### src/rtl/std_sdiv_arbiter_pkg.sv
// Shared types and the round-robin winner search for the shared signed divider arbiter.
package sdiv_arb_pkg;

  typedef enum logic [1:0] {
    IDLE = 2'd0,
    RUN  = 2'd1,
    DONE = 2'd2
  } state_e;

  // Requester vectors are zero-extended to this width, which caps NREQ at 32.
  localparam int MAX_NREQ = 32;
  localparam int RR_IDX_W = $clog2(MAX_NREQ);

  typedef struct packed {
    logic                found;
    logic [RR_IDX_W-1:0] idx;
  } rr_pick_t;

  // First unmasked requester at or after ptr+1, wrapping modulo nreq.
  function automatic rr_pick_t rr_next(input logic [MAX_NREQ-1:0] req,
                                       input logic [RR_IDX_W-1:0] ptr,
                                       input logic [MAX_NREQ-1:0] mask,
                                       input int unsigned         nreq);
    rr_pick_t    p;
    int unsigned c;
    p = '0;
    for (int unsigned k = 1; k <= MAX_NREQ; k++) begin
      c = 32'(ptr) + k;
      if (c >= nreq) c = c - nreq;
      if (k <= nreq && !p.found && req[c[RR_IDX_W-1:0]] && !mask[c[RR_IDX_W-1:0]]) begin
        p.found = 1'b1;
        p.idx   = c[RR_IDX_W-1:0];
      end
    end
    return p;
  endfunction

endpackage

### src/rtl/std_sdiv_arbiter_if.sv
// Requester-side bus of the shared signed divider: packed per-requester operands and handshake.
interface std_sdiv_arbiter_if #(
  parameter int width = 32,
  parameter int NREQ  = 2
);
  logic [NREQ-1:0]       go;
  logic [NREQ*width-1:0] left;
  logic [NREQ*width-1:0] right;
  logic [width-1:0]      quotient;
  logic [width-1:0]      remainder;
  logic [NREQ-1:0]       done;
  logic [NREQ-1:0]       grant;

  modport master (output go, left, right, input quotient, remainder, done, grant);
  modport slave  (input go, left, right, output quotient, remainder, done, grant);
endinterface

### src/rtl/std_sdiv_arbiter_udiv_iter.sv
// Unsigned restoring divider core, one quotient bit per step, MSB first.
module std_udiv_iter #(
  parameter int width = 32
) (
  input  logic             clk,
  input  logic             start_i,
  input  logic             step_i,
  input  logic [width-1:0] dvd_i,
  input  logic [width-1:0] dvs_i,
  output logic [width-1:0] qmag_o,
  output logic [width-1:0] rmag_o,
  output logic             last_o
);
  localparam int CW = (width > 1) ? $clog2(width) : 1;

  logic [width-1:0] rem_q, quo_q, dvs_q;
  logic [CW-1:0]    cnt_q;
  logic [width:0]   trial;
  logic [width-1:0] diff;
  logic             ge;

  // quo_q shifts dividend bits out of the top while quotient bits enter at the bottom.
  always_comb begin
    trial  = {rem_q, quo_q[width-1]};
    ge     = (trial >= {1'b0, dvs_q});
    diff   = trial[width-1:0] - dvs_q;
    rmag_o = ge ? diff : trial[width-1:0];
    qmag_o = {quo_q[width-2:0], ge};
    last_o = (cnt_q == '0);
  end

  always_ff @(posedge clk) begin
    if (start_i) begin
      rem_q <= '0;
      quo_q <= dvd_i;
      dvs_q <= dvs_i;
      cnt_q <= CW'(width - 1);
    end else if (step_i) begin
      rem_q <= rmag_o;
      quo_q <= qmag_o;
      cnt_q <= cnt_q - 1'b1;
    end
  end

endmodule

### src/rtl/std_sdiv_arbiter.sv
// Round-robin arbiter sharing one iterative signed divide/modulo unit among NREQ requesters.
module std_sdiv_arbiter
  import sdiv_arb_pkg::*;
#(
  parameter int width = 32,
  parameter int NREQ  = 2
) (
  input  logic              clk,
  input  logic              reset,
  std_sdiv_arbiter_if.slave bus
);

  state_e              state_q, state_d;
  logic [NREQ-1:0]     grant_q, grant_d, done_q, done_d, mask_q, mask_d;
  logic [RR_IDX_W-1:0] ptr_q, ptr_d;
  logic                qsign_q, qsign_d, lsign_q, lsign_d;
  logic [width-1:0]    quo_q, quo_d, rem_q, rem_d;

  rr_pick_t                pick;
  logic signed [width-1:0] left_w, right_w;
  logic [width-1:0]        dvd_mag, dvs_mag, core_q, core_r;
  logic                    core_start, core_step, core_last, owner_go;

  // Magnitude as unsigned, so the most negative value maps to 2^(width-1).
  function automatic logic [width-1:0] mag(input logic signed [width-1:0] x);
    logic [width-1:0] u;
    u = x;
    return u[width-1] ? (~u + 1'b1) : u;
  endfunction

  function automatic logic [width-1:0] sfix(input logic neg, input logic [width-1:0] m);
    return neg ? (~m + 1'b1) : m;
  endfunction

  assign pick     = rr_next(MAX_NREQ'(bus.go), ptr_q, MAX_NREQ'(mask_q), NREQ);
  assign left_w   = bus.left[int'(pick.idx)*width +: width];
  assign right_w  = bus.right[int'(pick.idx)*width +: width];
  assign dvd_mag  = mag(left_w);
  assign dvs_mag  = mag(right_w);
  assign owner_go = |(bus.go & grant_q);

  std_udiv_iter #(.width(width)) u_core (
    .clk     (clk),
    .start_i (core_start),
    .step_i  (core_step),
    .dvd_i   (dvd_mag),
    .dvs_i   (dvs_mag),
    .qmag_o  (core_q),
    .rmag_o  (core_r),
    .last_o  (core_last)
  );

  always_comb begin
    state_d    = state_q;
    grant_d    = grant_q;
    ptr_d      = ptr_q;
    mask_d     = '0;
    done_d     = '0;
    quo_d      = quo_q;
    rem_d      = rem_q;
    qsign_d    = qsign_q;
    lsign_d    = lsign_q;
    core_start = 1'b0;
    core_step  = 1'b0;
    unique case (state_q)
      IDLE: begin
        grant_d = '0;
        if (pick.found) begin
          grant_d    = NREQ'(1) << pick.idx;
          ptr_d      = pick.idx;
          lsign_d    = left_w[width-1];
          qsign_d    = left_w[width-1] ^ right_w[width-1];
          core_start = 1'b1;
          state_d    = RUN;
        end
      end
      RUN: begin
        if (!owner_go) begin
          state_d = IDLE;
          grant_d = '0;
        end else begin
          core_step = 1'b1;
          if (core_last) begin
            state_d = DONE;
            done_d  = grant_q;
            quo_d   = sfix(qsign_q, core_q);
            rem_d   = sfix(lsign_q, core_r);
          end
        end
      end
      DONE: begin
        // The finishing owner still holds go for a cycle; keep it out of the next search.
        state_d = IDLE;
        grant_d = '0;
        mask_d  = grant_q;
      end
      default: begin
        state_d = IDLE;
        grant_d = '0;
      end
    endcase
  end

  always_ff @(posedge clk) begin
    if (reset) begin
      state_q <= IDLE;
      grant_q <= '0;
      done_q  <= '0;
      mask_q  <= '0;
      ptr_q   <= RR_IDX_W'(NREQ - 1);
      quo_q   <= '0;
      rem_q   <= '0;
    end else begin
      state_q <= state_d;
      grant_q <= grant_d;
      done_q  <= done_d;
      mask_q  <= mask_d;
      ptr_q   <= ptr_d;
      quo_q   <= quo_d;
      rem_q   <= rem_d;
    end
  end

  always_ff @(posedge clk) begin
    qsign_q <= qsign_d;
    lsign_q <= lsign_d;
  end

  assign bus.quotient  = quo_q;
  assign bus.remainder = rem_q;
  assign bus.done      = done_q;
  assign bus.grant     = grant_q;

endmodule
### src/flat_wrapper.sv
// flat-port wrapper written by rule: the top's interface ports become plain ports
module std_sdiv_arbiter_flat import sdiv_arb_pkg::*;
#(
  parameter int width = 32,
  parameter int NREQ  = 2
)
  (clk, reset, bus_go, bus_left, bus_right, bus_quotient, bus_remainder, bus_done, bus_grant);
  std_sdiv_arbiter_if #(.width(width), .NREQ(NREQ)) bus_i ();
  input  logic clk;
  input  logic reset;
  input wire logic [$bits(bus_i.go)-1:0] bus_go;
  input wire logic [$bits(bus_i.left)-1:0] bus_left;
  input wire logic [$bits(bus_i.right)-1:0] bus_right;
  output wire logic [$bits(bus_i.quotient)-1:0] bus_quotient;
  output wire logic [$bits(bus_i.remainder)-1:0] bus_remainder;
  output wire logic [$bits(bus_i.done)-1:0] bus_done;
  output wire logic [$bits(bus_i.grant)-1:0] bus_grant;
  assign bus_i.go = bus_go;
  assign bus_i.left = bus_left;
  assign bus_i.right = bus_right;
  assign bus_quotient = bus_i.quotient;
  assign bus_remainder = bus_i.remainder;
  assign bus_done = bus_i.done;
  assign bus_grant = bus_i.grant;
  std_sdiv_arbiter #(.width(width), .NREQ(NREQ)) u_core (.clk(clk), .reset(reset), .bus(bus_i));
endmodule
### config.mk
export PLATFORM = sky130hd
export DESIGN_NAME = std_sdiv_arbiter_flat
export DESIGN_NICKNAME = d
export VERILOG_FILES = /design/src/rtl/std_sdiv_arbiter_pkg.sv /design/src/rtl/std_sdiv_arbiter_if.sv /design/src/rtl/std_sdiv_arbiter_udiv_iter.sv /design/src/rtl/std_sdiv_arbiter.sv /design/src/flat_wrapper.sv
export SDC_FILE = /design/constraint.sdc
export NUM_CORES = 1
export LEC_CHECK = 0
export CAP_MARGIN = 20
export CELL_PAD_IN_SITES_DETAIL_PLACEMENT = 1
export CELL_PAD_IN_SITES_GLOBAL_PLACEMENT = 2
export CORE_MARGIN = 2
export CORE_UTILIZATION = 34
export CTS_CLUSTER_DIAMETER = 150
export DETAILED_ROUTE_END_ITERATION = 6
export PLACE_DENSITY = 0.93
export SLEW_MARGIN = 20
export SYNTH_ARGS = -nofsm -noshare
export SYNTH_HDL_FRONTEND = slang
export SYNTH_HIERARCHICAL = 1
export SYNTH_SLANG_ARGS = --single-unit
export TNS_END_PERCENT = 5
### constraint.sdc
create_clock -name clk -period 8.8 [get_ports clk]
set_input_delay 2.2 -clock clk [delete_from_list [all_inputs] [get_ports clk]]
set_output_delay 2.2 -clock clk [all_outputs]
set_load 0.03 [all_outputs]
==> Yosys cells after proc, flatten, opt, wreduce, memory -nomap -nowiden <==
Index checks and enable logic that the tools add are counted.
{ "totals": {"register_bits": 180, "inputBits": 132, "output_inout_bits": 68, "elab_cells": 92} }
{ "classes": {"n_addsub": 10, "n_lt_le_gt_ge": 5, "n_eq_ne": 5, "n_shift": 3, "muxes": 30, "n_bitwise": 10, "n_reduce_logical": 15} }
{ "op_table": {"columns": ["operator", "n"], "rows": [
  ["32-bit 2-to-1 mux", 6],
  ["32-bit by 1-bit adder with 32-bit output (second input constant)", 4],
  ["32-bit inverter", 4],
  ["64-bit by 11-bit indexed part select with 32-bit output", 2],
  ["33-bit by 32-bit greater-or-equal comparator with 1-bit output", 1],
  ["32-bit subtractor", 1],
  ["31-bit 2-to-1 mux", 1],
  ["1-bit binary-select mux with 5-bit select", 4],
  ["6-bit by 2-bit greater-or-equal comparator with 1-bit output (second input constant)", 2],
  ["5-bit by 6-bit < comparator with 1-bit output (second input constant)", 2],
  ["6-bit 2-to-1 mux", 2],
  ["2-bit 2-to-1 mux", 5],
  ["5-bit 2-to-1 mux", 2],
  ["5-bit by 2-bit subtractor with 5-bit output (second input constant)", 2],
  ["1-bit 2-to-1 mux", 8],
  ["2-bit one-hot mux with 2 select lines", 2],
  ["5-bit by 1-bit adder with 6-bit output (second input constant)", 1],
  ["5-bit by 2-bit adder with 6-bit output (second input constant)", 1],
  ["5-bit zero test", 1],
  ["1-bit by 5-bit left shift with 2-bit output (first input constant)", 1],
  ["5-bit by 1-bit subtractor with 5-bit output (second input constant)", 1],
  ["1-bit inverter", 4],
  ["2-bit AND reduction", 2],
  ["2-bit OR reduction", 2],
  ["13 further kinds", 17]
]} }

==> Depth between registers and ports, before layout <==
Gate-level depths: netlist (run 1).
{ "depth": {"depth_word": 17, "ltp_mapped": 23, "mapped_depth_nobuf": 20} }

==> Hierarchy <==
Netlist (run 1), hierarchy kept.
{ "modules_own_cells": {"columns": ["mod", "instances", "cells_per_inst", "area_per_inst_um2", "seq_area_each_um2"], "rows": [
  ["std_sdiv_arbiter", 1, 903, 6906.6, 1601.5],
  ["std_udiv_iter", 1, 673, 6568.8, 2662.6]
]} }

==> Least setup slack after synthesis (run 1) <==
Ideal clock, no wire load.
{ "synth_path": {"kind": "input-to-reg", "from": "input port bus_go[1]", "to": "register u_core.u_core.quo_q[0] (enable)", "setup_time_ns": 0.389, "t_arrival_ns": 7.359, "required_time_ns": 8.411, "setup_slack_ns": 1.052, "cell_stages": 8, "path_buffers": 1, "cell_sequence": "nor2b_1 -> mux2i_1 -> nor2_1 -> a21oi_1 -> nor3_1 -> clkinv_1 -> clkbuf_1 -> nand2_1"} }
{ "synth_via": {"elab_chain_cells": 11, "word_cells_on_any_way": 17, "classes_between": "mux (10); bitwise (1); reduce/logical (6)"} }
{ "synth_lines": {"columns": ["element", "line", "rtl"], "rows": [
  ["start, declared", "flat_wrapper.sv:11", "input wire logic [$bits(bus_i.go)-1:0] bus_go;"],
  ["1-bit binary-select mux with 5-bit select", "std_sdiv_arbiter_pkg.sv:30", "if (k <= nreq && !p.found && req[c[RR_IDX_W-1:0]] && !mask[c[RR_IDX_W-1:0]]) begin"],
  ["1-bit 2-to-1 mux (implied by the code)", "std_sdiv_arbiter_pkg.sv:30", null],
  ["1-bit logical AND", "std_sdiv_arbiter_pkg.sv:30", null],
  ["6-bit 2-to-1 mux", "std_sdiv_arbiter_pkg.sv:30", null],
  ["1-bit zero test", "std_sdiv_arbiter_pkg.sv:30", null],
  ["1-bit logical AND (2 in series)", "std_sdiv_arbiter_pkg.sv:30", null],
  ["6-bit 2-to-1 mux *", "std_sdiv_arbiter_pkg.sv:30", null],
  ["1-bit 2-to-1 mux *", "std_sdiv_arbiter.sv:68", "if (pick.found) begin"],
  ["1-bit 2-to-1 mux *", "std_sdiv_arbiter.sv:65", "unique case (state_q)"],
  ["via u_core.core_start", "std_sdiv_arbiter.sv:22", "logic core_start, core_step, core_last, owner_go;"],
  ["2-bit nonzero test (no source line) *", null, null],
  ["end signal, assigned", "std_sdiv_arbiter_udiv_iter.sv:35", "quo_q <= dvd_i;"],
  ["end signal, assigned", "std_sdiv_arbiter_udiv_iter.sv:40", "quo_q <= qmag_o;"],
  ["end, declared", "std_sdiv_arbiter_udiv_iter.sv:16", "logic [width-1:0] rem_q, quo_q, dvs_q;"]
]} }
The timed path passes the listed nets; every way through them passes the cells marked *. The select of a mux whose other input is x is not followed.
A chain may end at the register's enable or synchronous reset.

==> Worst setup path after layout (run 1) <==
{ "layout_path": {"from": "input port bus_go[1]", "to": "register u_core.u_core.quo_q[28], data pin"} }
{ "layout_via": {"elab_chain_cells": 13, "word_cells_on_any_way": 17, "classes_between": "add/sub (1); shift (1); mux (10); bitwise (1); reduce/logical (4)"} }
{ "layout_lines": {"columns": ["element", "line", "rtl"], "rows": [
  ["1-bit binary-select mux with 5-bit select", "std_sdiv_arbiter_pkg.sv:30", null],
  ["1-bit 2-to-1 mux (implied by the code)", "std_sdiv_arbiter_pkg.sv:30", null],
  ["1-bit logical AND", "std_sdiv_arbiter_pkg.sv:30", null],
  ["6-bit 2-to-1 mux", "std_sdiv_arbiter_pkg.sv:30", null],
  ["1-bit zero test", "std_sdiv_arbiter_pkg.sv:30", null],
  ["1-bit logical AND (2 in series)", "std_sdiv_arbiter_pkg.sv:30", null],
  ["6-bit 2-to-1 mux *", "std_sdiv_arbiter_pkg.sv:30", null],
  ["64-bit by 11-bit indexed part select with 32-bit output *", "std_sdiv_arbiter.sv:36", "assign left_w = bus.left[int'(pick.idx)*width +: width];"],
  ["32-bit inverter", "std_sdiv_arbiter.sv:28", "return u[width-1] ? (~u + 1'b1) : u;"],
  ["32-bit by 1-bit adder with 32-bit output", "std_sdiv_arbiter.sv:28", null],
  ["32-bit 2-to-1 mux *", "std_sdiv_arbiter.sv:28", null],
  ["via u_core.dvd_mag[28]", "std_sdiv_arbiter.sv:21", "logic [width-1:0] dvd_mag, dvs_mag, core_q, core_r;"],
  ["32-bit 2-to-1 mux *", "std_sdiv_arbiter_udiv_iter.sv:33", "if (start_i) begin"]
]} }
Marks and branches as above.

==> results of run 1 <==
[power by group through the flow]
stage	registers [W]	logic, W	clock network [W]
detailed placement	0.00124	0.00136	0
finish	0.00123	0.00137	0.000785
global placement	0.00123	0.00131	0
floorplan	0.00112	0.00111	0
CTS	0.00123	0.00137	0.000806
global route	0.00125	0.00149	0.000835
[sequential cells by signal, indices dropped and copies added, names as in the netlist]
signal / cells
u_core/state_q: 2
u_core/u_core/cnt_q: 5
u_core/bus.quotient: 32
u_core/bus.done: 2
u_core/u_core/dvs_q: 32
u_core/u_core/rem_q: 32
u_core/bus.remainder: 32
u_core/bus.grant: 2
u_core/mask_q: 2
u_core/lsign_q: 1
u_core/qsign_q: 1
u_core/u_core/quo_q: 32
u_core/ptr_q: 5
[synth_stat cells, types with 6 or more instances]
cell type and n:
nor2_1 156, nand2_1 133, dfxtp_1 114, xor2_1 91, mux2i_1 78, o21ai_0 78
edfxtp_1 66, a21oi_1 64, xnor2_1 64, a211oi_1 62, clkbuf_1 57, inv_1 55
nand3_1 46, nor3_1 45, ha_1 41, or3_1 39, mux2_2 37, buf_4 34
o31ai_1 30, a311oi_1 22, nor4_1 21, a21o_1 17, o41ai_1 17, a31oi_1 15
buf_2 14, nand2b_1 12, nand4_1 11, o21ai_2 10, or4_1 10, and3_1 9
buf_1 9, a31o_2 8, and2_1 8, mux2_4 7, nand3b_1 7, nor2b_1 7
a211o_1 6, buf_6 6, or2_2 6
[per-stage QoR]
| stage | setup slack, ps | area (um2) | utilization (%) | hold slack (ps) | cells |
|---|---|---|---|---|---|
| final | 2796 | 16200 | 41.63 | 457.1 | 2217 |
| after global routing | 2556 | 16200 | 41.63 | 491.7 | 2217 |
| after CTS | 2799 | 16200 | 41.63 | 457.5 | 2217 |
| after detailed placement | 2341 | 15610 | 40.12 | 448.8 | 2185 |
| after global placement | 2455 | 15610 | 40.12 | 446.8 | 2185 |
| after floorplan | 1052 | 13480 | - | 459.1 | 1576 |
[layout by cell type, fill, tap and decap left out, drive strengths merged, types with 16 or more instances in the layout]
master	count
a211oi	62
a21o	17
a21oi	65
a311oi	22
a31oi	16
clkbuf	17
clkdlybuf4s50	198
dfxtp	114
edfxtp	66
ha	41
inv	64
mux2	44
mux2i	78
nand2	133
nand3	46
nor2	157
nor3	45
nor4	22
o21ai	91
o31ai	32
o41ai	18
or3	40
xnor2	64
xor2	91
[routing by layer]
layer,track usage [%],wire (um)
met1,30.08,22290
met2,32.39,19040
met3,2.343,1515
met4,3.597,314
met5,0,0
[cell families after synthesis]
| group | Yosys count |
|---|---|
| flip-flops | 180 |
| AND/OR/NAND/NOR | 529 |
| multiplexers | 122 |
| XOR/XNOR | 155 |
| adder cells (fa/ha/maj) | 42 |
| AO/OA/AOI/OAI | 370 |
| buffers and inverters | 178 |
[area by class of cell]
cell class                 instances  area share (%)
clock inverter                    15           1.012
multi-input combinational       1218           51.80
clock buffer                      17           2.626
tap                              518           4.000
timing repair buffer             211           12.90
sequential                       180           26.32
inverter                          58           1.344
[worst reg2reg max path: stages (launching register included)]
cell	delay, ps
dfxtp_1	380
ha_1	430
nand4_1	280
nor4_2	430
nand3_1	120
nand2_1	90
o2111a_1	300
o21a_4	440
nor2_4	70
inv_2	500
mux2i_1	320
inv_1	150
ha_1	230
nand3_1	140
or2_2	370
or3_1	420
or3_1	340
o21ai_0	200
xor2_1	270
a211oi_1	110
[final timing paths]
check | from | to | depth (start not counted)
max | bus_go[1] | u_core/u_core/quo_q[28]$_DFFE_PP_ | 12
min | u_core/bus.quotient[21]$_SDFFE_PP0P_ | u_core/bus.quotient[21]$_SDFFE_PP0P_ | 2
max reg2reg | u_core/u_core/rem_q[14]$_SDFFE_PP0P_ | u_core/bus.remainder[30]$_SDFFE_PP0P_ | 19
min reg2reg | u_core/bus.quotient[21]$_SDFFE_PP0P_ | u_core/bus.quotient[21]$_SDFFE_PP0P_ | 2
==> run_results.csv, run 1 <==
group,metric,value,unit
status,status,"completed",
hold_path,min_path_type,"flip-flop to flip-flop",
route,dr.first_iter.drc_count,597,
grt,grt_pass1_wl,67.67,mm
route,drc,0,
place,dp.final_hpwl,33.60,mm
setup_path,startpoint_type,"primary input",
timing,min_period,6004,ps
cts,clk_pin_slew,70,ps
floorplan,io_pins,200,
finish,fillerInstances,4595,
timing,slew_violations,0,
timing,rsz0062_at_grt,"false",
place,place_congestion,0.8475,
finish,multiInputGateArea,8393,um2
finish,diodes,0,
floorplan,start_util,34.63,%
cts,ctsHoldBuffers,0,
yosys,yosysTopAreaCell,"dfxtp_1",
finish,seq_area,4264,um2
power,powerDensity,208.7,nW/um2
power,power.leakage,5.956,nW
yosys,synthFlopType,"dfxtp_1",
setup_path,required,8990,ps
setup_path,critPathBufInv,3,
timing,max_freq,166.6,MHz
yosys,postSynthCellCount,1576,
floorplan,core_area,38920,um2
power,pwr-share-comb,40.5,%
cts,cts_sinks,180,
yosys,synthArstFlopShare,0,%
yosys,ys_warn_count,6,
power,p_int,0.002021,W
cts,worstSkewPairLatency,440,ps
floorplan,die_y,203.1,um
setup_path,cp-end-kind,"flip-flop",
yosys,synth_compound_area_share,19.31,%
timing,finalCritPeriodShare,68.23,%
yosys,netlist.area_leader.share,16.94,%
power,p_sw,0.001360,W
timing,final.setup.tns,0,ps
route,wirelength,43.16,mm
grt,antenna_found_initial,0,
finish,fin_nets,1860,
grt,grt_start_max_net_pins,73,
yosys,synth_top_family_by_area,"compound AO/OA/AOI/OAI gates",
yosys,synth-edff-count,66,
yosys,syn-cell-area,13480,um2
floorplan,rows,72,
yosys,synth_mux_area_share,9.666,%
finish,area_growth,20.23,%
yosys,syn_area_per_cell,8.550,um2
route,antenna_left,0,
setup_path,worst-path-max-fanout,72,
grt,grt_overflow,0,
setup_path,critPathMaxStageDelay,660,ps
route,vias,12080,
power,swShare,40.22,%
power,pwr-share-seq,36.3,%
cts,clockBufferDepth,2,
yosys,ys_types,78,
power,p_total,0.003381,W
floorplan,dieArea,41240,um2
setup_path,critPathTopFamily,"buffers and inverters",
yosys,synth_simple_gate_area_share,18.98,%
grt,grt_pass1_vias,12310,
timing,slew_headroom,28.97,%
setup_path,path_class,"primary input to flip-flop",
cts,cts_made_buffers,17,
route,via_per_inst,5.450,
cts,htree_levels,4,
cts,post_cts_buffers,0,
power,peakVddDrop,0.1048,mV
timing,final-setup-viol-count,0,
yosys,synth-seq-cells,180,
power,pwr-share-clk,23.2,%
timing,worstMarginPinSlew,1045,ps
setup_path,crit_path_cell_trace,"clkdlybuf4s50_1 -> nor2b_1 -> nand2_1 -> or3_1 -> o21ai_4 -> buf_4 -> buf_12 -> mux2i_1 -> and2_1 -> a21oi_1 -> xnor2_1 -> mux2_2",
yosys,synth-adder-area-share,3.955,%
yosys,yosysSeqAreaShare,31.64,%
finish,drive_gt1_share,8.181,%
place,port_buffers,199,
yosys,synthesis.nets,1750,
job,max_cap_viol_count,0,
setup_path,arrival,6190,ps
setup_path,crit_path_top_delay_cell,"o21ai_4",
timing,finalHoldViolCount,0,
grt,grt.total_usage,20.44,%
cts,cts_tree,"built",
floorplan,fp.dieW,203.1,um
yosys,synthXorXnorAreaFrac,10.07,%
cts,cts-root-buf,"clkbuf_16",
setup_path,rrSetupSlack,3070,ps
cts,post_cts_resized,0,
route,post_drt_wl_per_cell,19.47,um
yosys,ys_top_cells_by_area,"dfxtp_1 17%, edfxtp_1 15%, xor2_1 5.9%",
route,firstDrtPassIters,5,
timing,fin_skew,12.75,ps
Note: power is estimated with default switching activity, not from simulation.
==> run 2, diff against run 1 <==
- CORE_UTILIZATION: 34 -> 30
- PLACE_DENSITY: 0.93 -> 0.87
- clock period: 8.8 -> 5.5 ns (I/O delays scaled with it)
==> run 2 against run 1 <==
  * Cell area increased by 1.5%
  * Combinational power up 65%
  * Register-to-register slack got worse by 2800 ps
  * Final cell count grew 4.1%
  * Routed wire length rose by 2.4%
  * Flip-flop and latch count is the same
  * Setup slack worse by 2500 ps
  * Sequential power rose by 57%
  * Power grew 61%
  * Highest routed layer unchanged
==> run_results.csv, run 2 (synthesis gave the netlist of run 1 again) <==
group,metric,value,unit
setup_path,crit_path_top_delay_cell,"ha_1",
grt,grt_start_max_net_pins,89,
route,firstDrtPassIters,5,
setup_path,critPathTopFamily,"compound AO/OA/AOI/OAI gates",
finish,area_growth,21.98,%
route,antenna_left,0,
timing,worstMarginPinSlew,976.6,ps
route,routed.top_layer,"met4",
cts,clk_pin_slew,80,ps
route,post_drt_wl_per_cell,19.15,um
setup_path,path_class,"flip-flop to flip-flop",
setup_path,cp_num_cells,16,
power,p_total,0.005454,W
power,peakVddDrop,0.2750,mV
floorplan,start_util,30.41,%
route,dr.first_iter.drc_count,593,
setup_path,rr_worst_depth,16,
setup_path,critPathMaxStageDelay,430,ps
route,wl_met3,1.548,mm
timing,slew_headroom,34.90,%
status,status,"completed",
hold_path,hp-start,"u_core/bus.quotient[21]$_SDFFE_PP0P_",
floorplan,core_area,44320,um2
cts,post_cts_resized,0,
setup_path,rrSetupSlack,260,ps
floorplan,io_pins,200,
cts,ctsHoldBuffers,0,
timing,finalHoldViolCount,0,
grt,grt_pass1_vias,12330,
route,wirelength,44.17,mm
setup_path,arrival,5600,ps
cts,cts_sinks,180,
floorplan,fp.dieW,215.9,um
setup_path,critPathMostFrequentCell,"or3_1",
setup_path,critPathBufInv,0,
grt,antenna_found_initial,0,
finish,drive_gt1_share,9.096,%
grt,grt_overflow,0,
hold_path,min_path_type,"flip-flop to flip-flop",
timing,rsz0062_at_grt,"false",
finish,final_cell_mix,"198 x clkdlybuf4s50_1, 156 x nor2_1, 133 x nand2_1, 114 x dfxtp_1, 91 x xor2_1",
finish,fin_nets,1876,
cts,worstSkewPairLatency,460,ps
power,power.leakage,6.042,nW
setup_path,worst-path-max-fanout,22,
timing,finalCritPeriodShare,95.33,%
hold_path,hold_depth,2,
grt,grt.total_usage,18.85,%
cts,cts_tree,"built",
route,wl_met2,19.36,mm
job,max_cap_viol_count,0,
place,port_buffers,199,
floorplan,dieArea,46630,um2
power,powerDensity,331.8,nW/um2
setup_path,startpoint,"u_core/u_core/rem_q[18]$_SDFFE_PP0P_",
cts,cts-root-buf,"clkbuf_16",
route,via_per_inst,5.278,
timing,slew_violations,0,
finish,final_common_cell,"clkdlybuf4s50_1",
timing,fin_skew,14.80,ps
timing,min_period,5243,ps
floorplan,rows,77,
finish,final_util,37.09,%
cts,post_cts_buffers,0,
timing,max_freq,190.7,MHz
cts,clockBufferDepth,2,
cts,htree_levels,4,
finish,diodes,0,
grt,grt_pass1_wl,70.39,mm
timing,final-setup-viol-count,0,
setup_path,worstReg2RegStart,"u_core/u_core/rem_q[18]$_SDFFE_PP0P_",
cts,cts_made_buffers,17,
setup_path,crit_path_cell_trace,"ha_1 -> a21o_1 -> a31o_1 -> a211o_1 -> o211a_4 -> o21a_4 -> o21ai_0 -> nand2_1 -> or3_1 -> or3_1 -> or2_2 -> or3_1 -> or3_1 -> o21ai_0 -> xor2_1 -> a211oi_1",
place,dp.final_hpwl,34.81,mm
route,vias,12180,
setup_path,required,5860,ps
setup_path,cp-end-kind,"flip-flop",
route,drc,0,
floorplan,die_y,215.9,um
route,drt-met1-wl,22.70,mm
timing,final.setup.tns,0,ps
place,place_congestion,0.8462,
setup_path,startpoint_type,"flip-flop",
run 2: worst min-delay path, cell delays in order (launching register included):
cell and delay [ps]:
dfxtp_1 320, nand2_1 50, a21oi_1 50
run 2: worst paths after layout:
check,to
setup / recovery,u_core/bus.remainder[28]$_SDFFE_PP0P_
hold / removal,u_core/bus.quotient[21]$_SDFFE_PP0P_
setup reg to reg,u_core/bus.remainder[28]$_SDFFE_PP0P_
hold reg to reg,u_core/bus.quotient[21]$_SDFFE_PP0P_
run 2: per-layer routing:
| metal | GRT usage, % | up-vias |
|---|---|---|
| met4 | 4.635 | 0 |
| met5 | 0 | - |
| met1 | 27.98 | 5911 |
| met2 | 28.90 | 252 |
| met3 | 2.171 | 29 |
| li1 | - | 5985 |
run 2: metrics by stage:
step / worst slack, ps / instances / instance area, um2 / hold slack, ps
floorplan: 49.19 / 1576 / 13480 / 466.1
global placement: 399.5 / 2275 / 15840 / 442.6
detailed placement: 203.9 / 2275 / 15840 / 451.5
CTS: 171.3 / 2307 / 16430 / 460.5
global route: 9.621 / 2307 / 16440 / 487.5
finish: 256.8 / 2307 / 16440 / 459.5
run 2: cell type report:
class	count	area, um2
clock buffers	19	442.9
clock inverters	13	147.6
fillers	5218	27880
inverters	58	217.7
multi-input cells	1218	8402
flip-flops and latches	180	4264
well taps	592	740.7
repair buffers	227	2222
run 2: power by group:
group	total (W)	switching (W)	internal, W	leakage [nW]
clock network	0.00127	0.000575	0.000690	0.294
registers	0.00193	0.000241	0.00169	1.57
logic	0.00226	0.00134	0.000920	4.18
total	0.00545	0.00215	0.00330	6.04
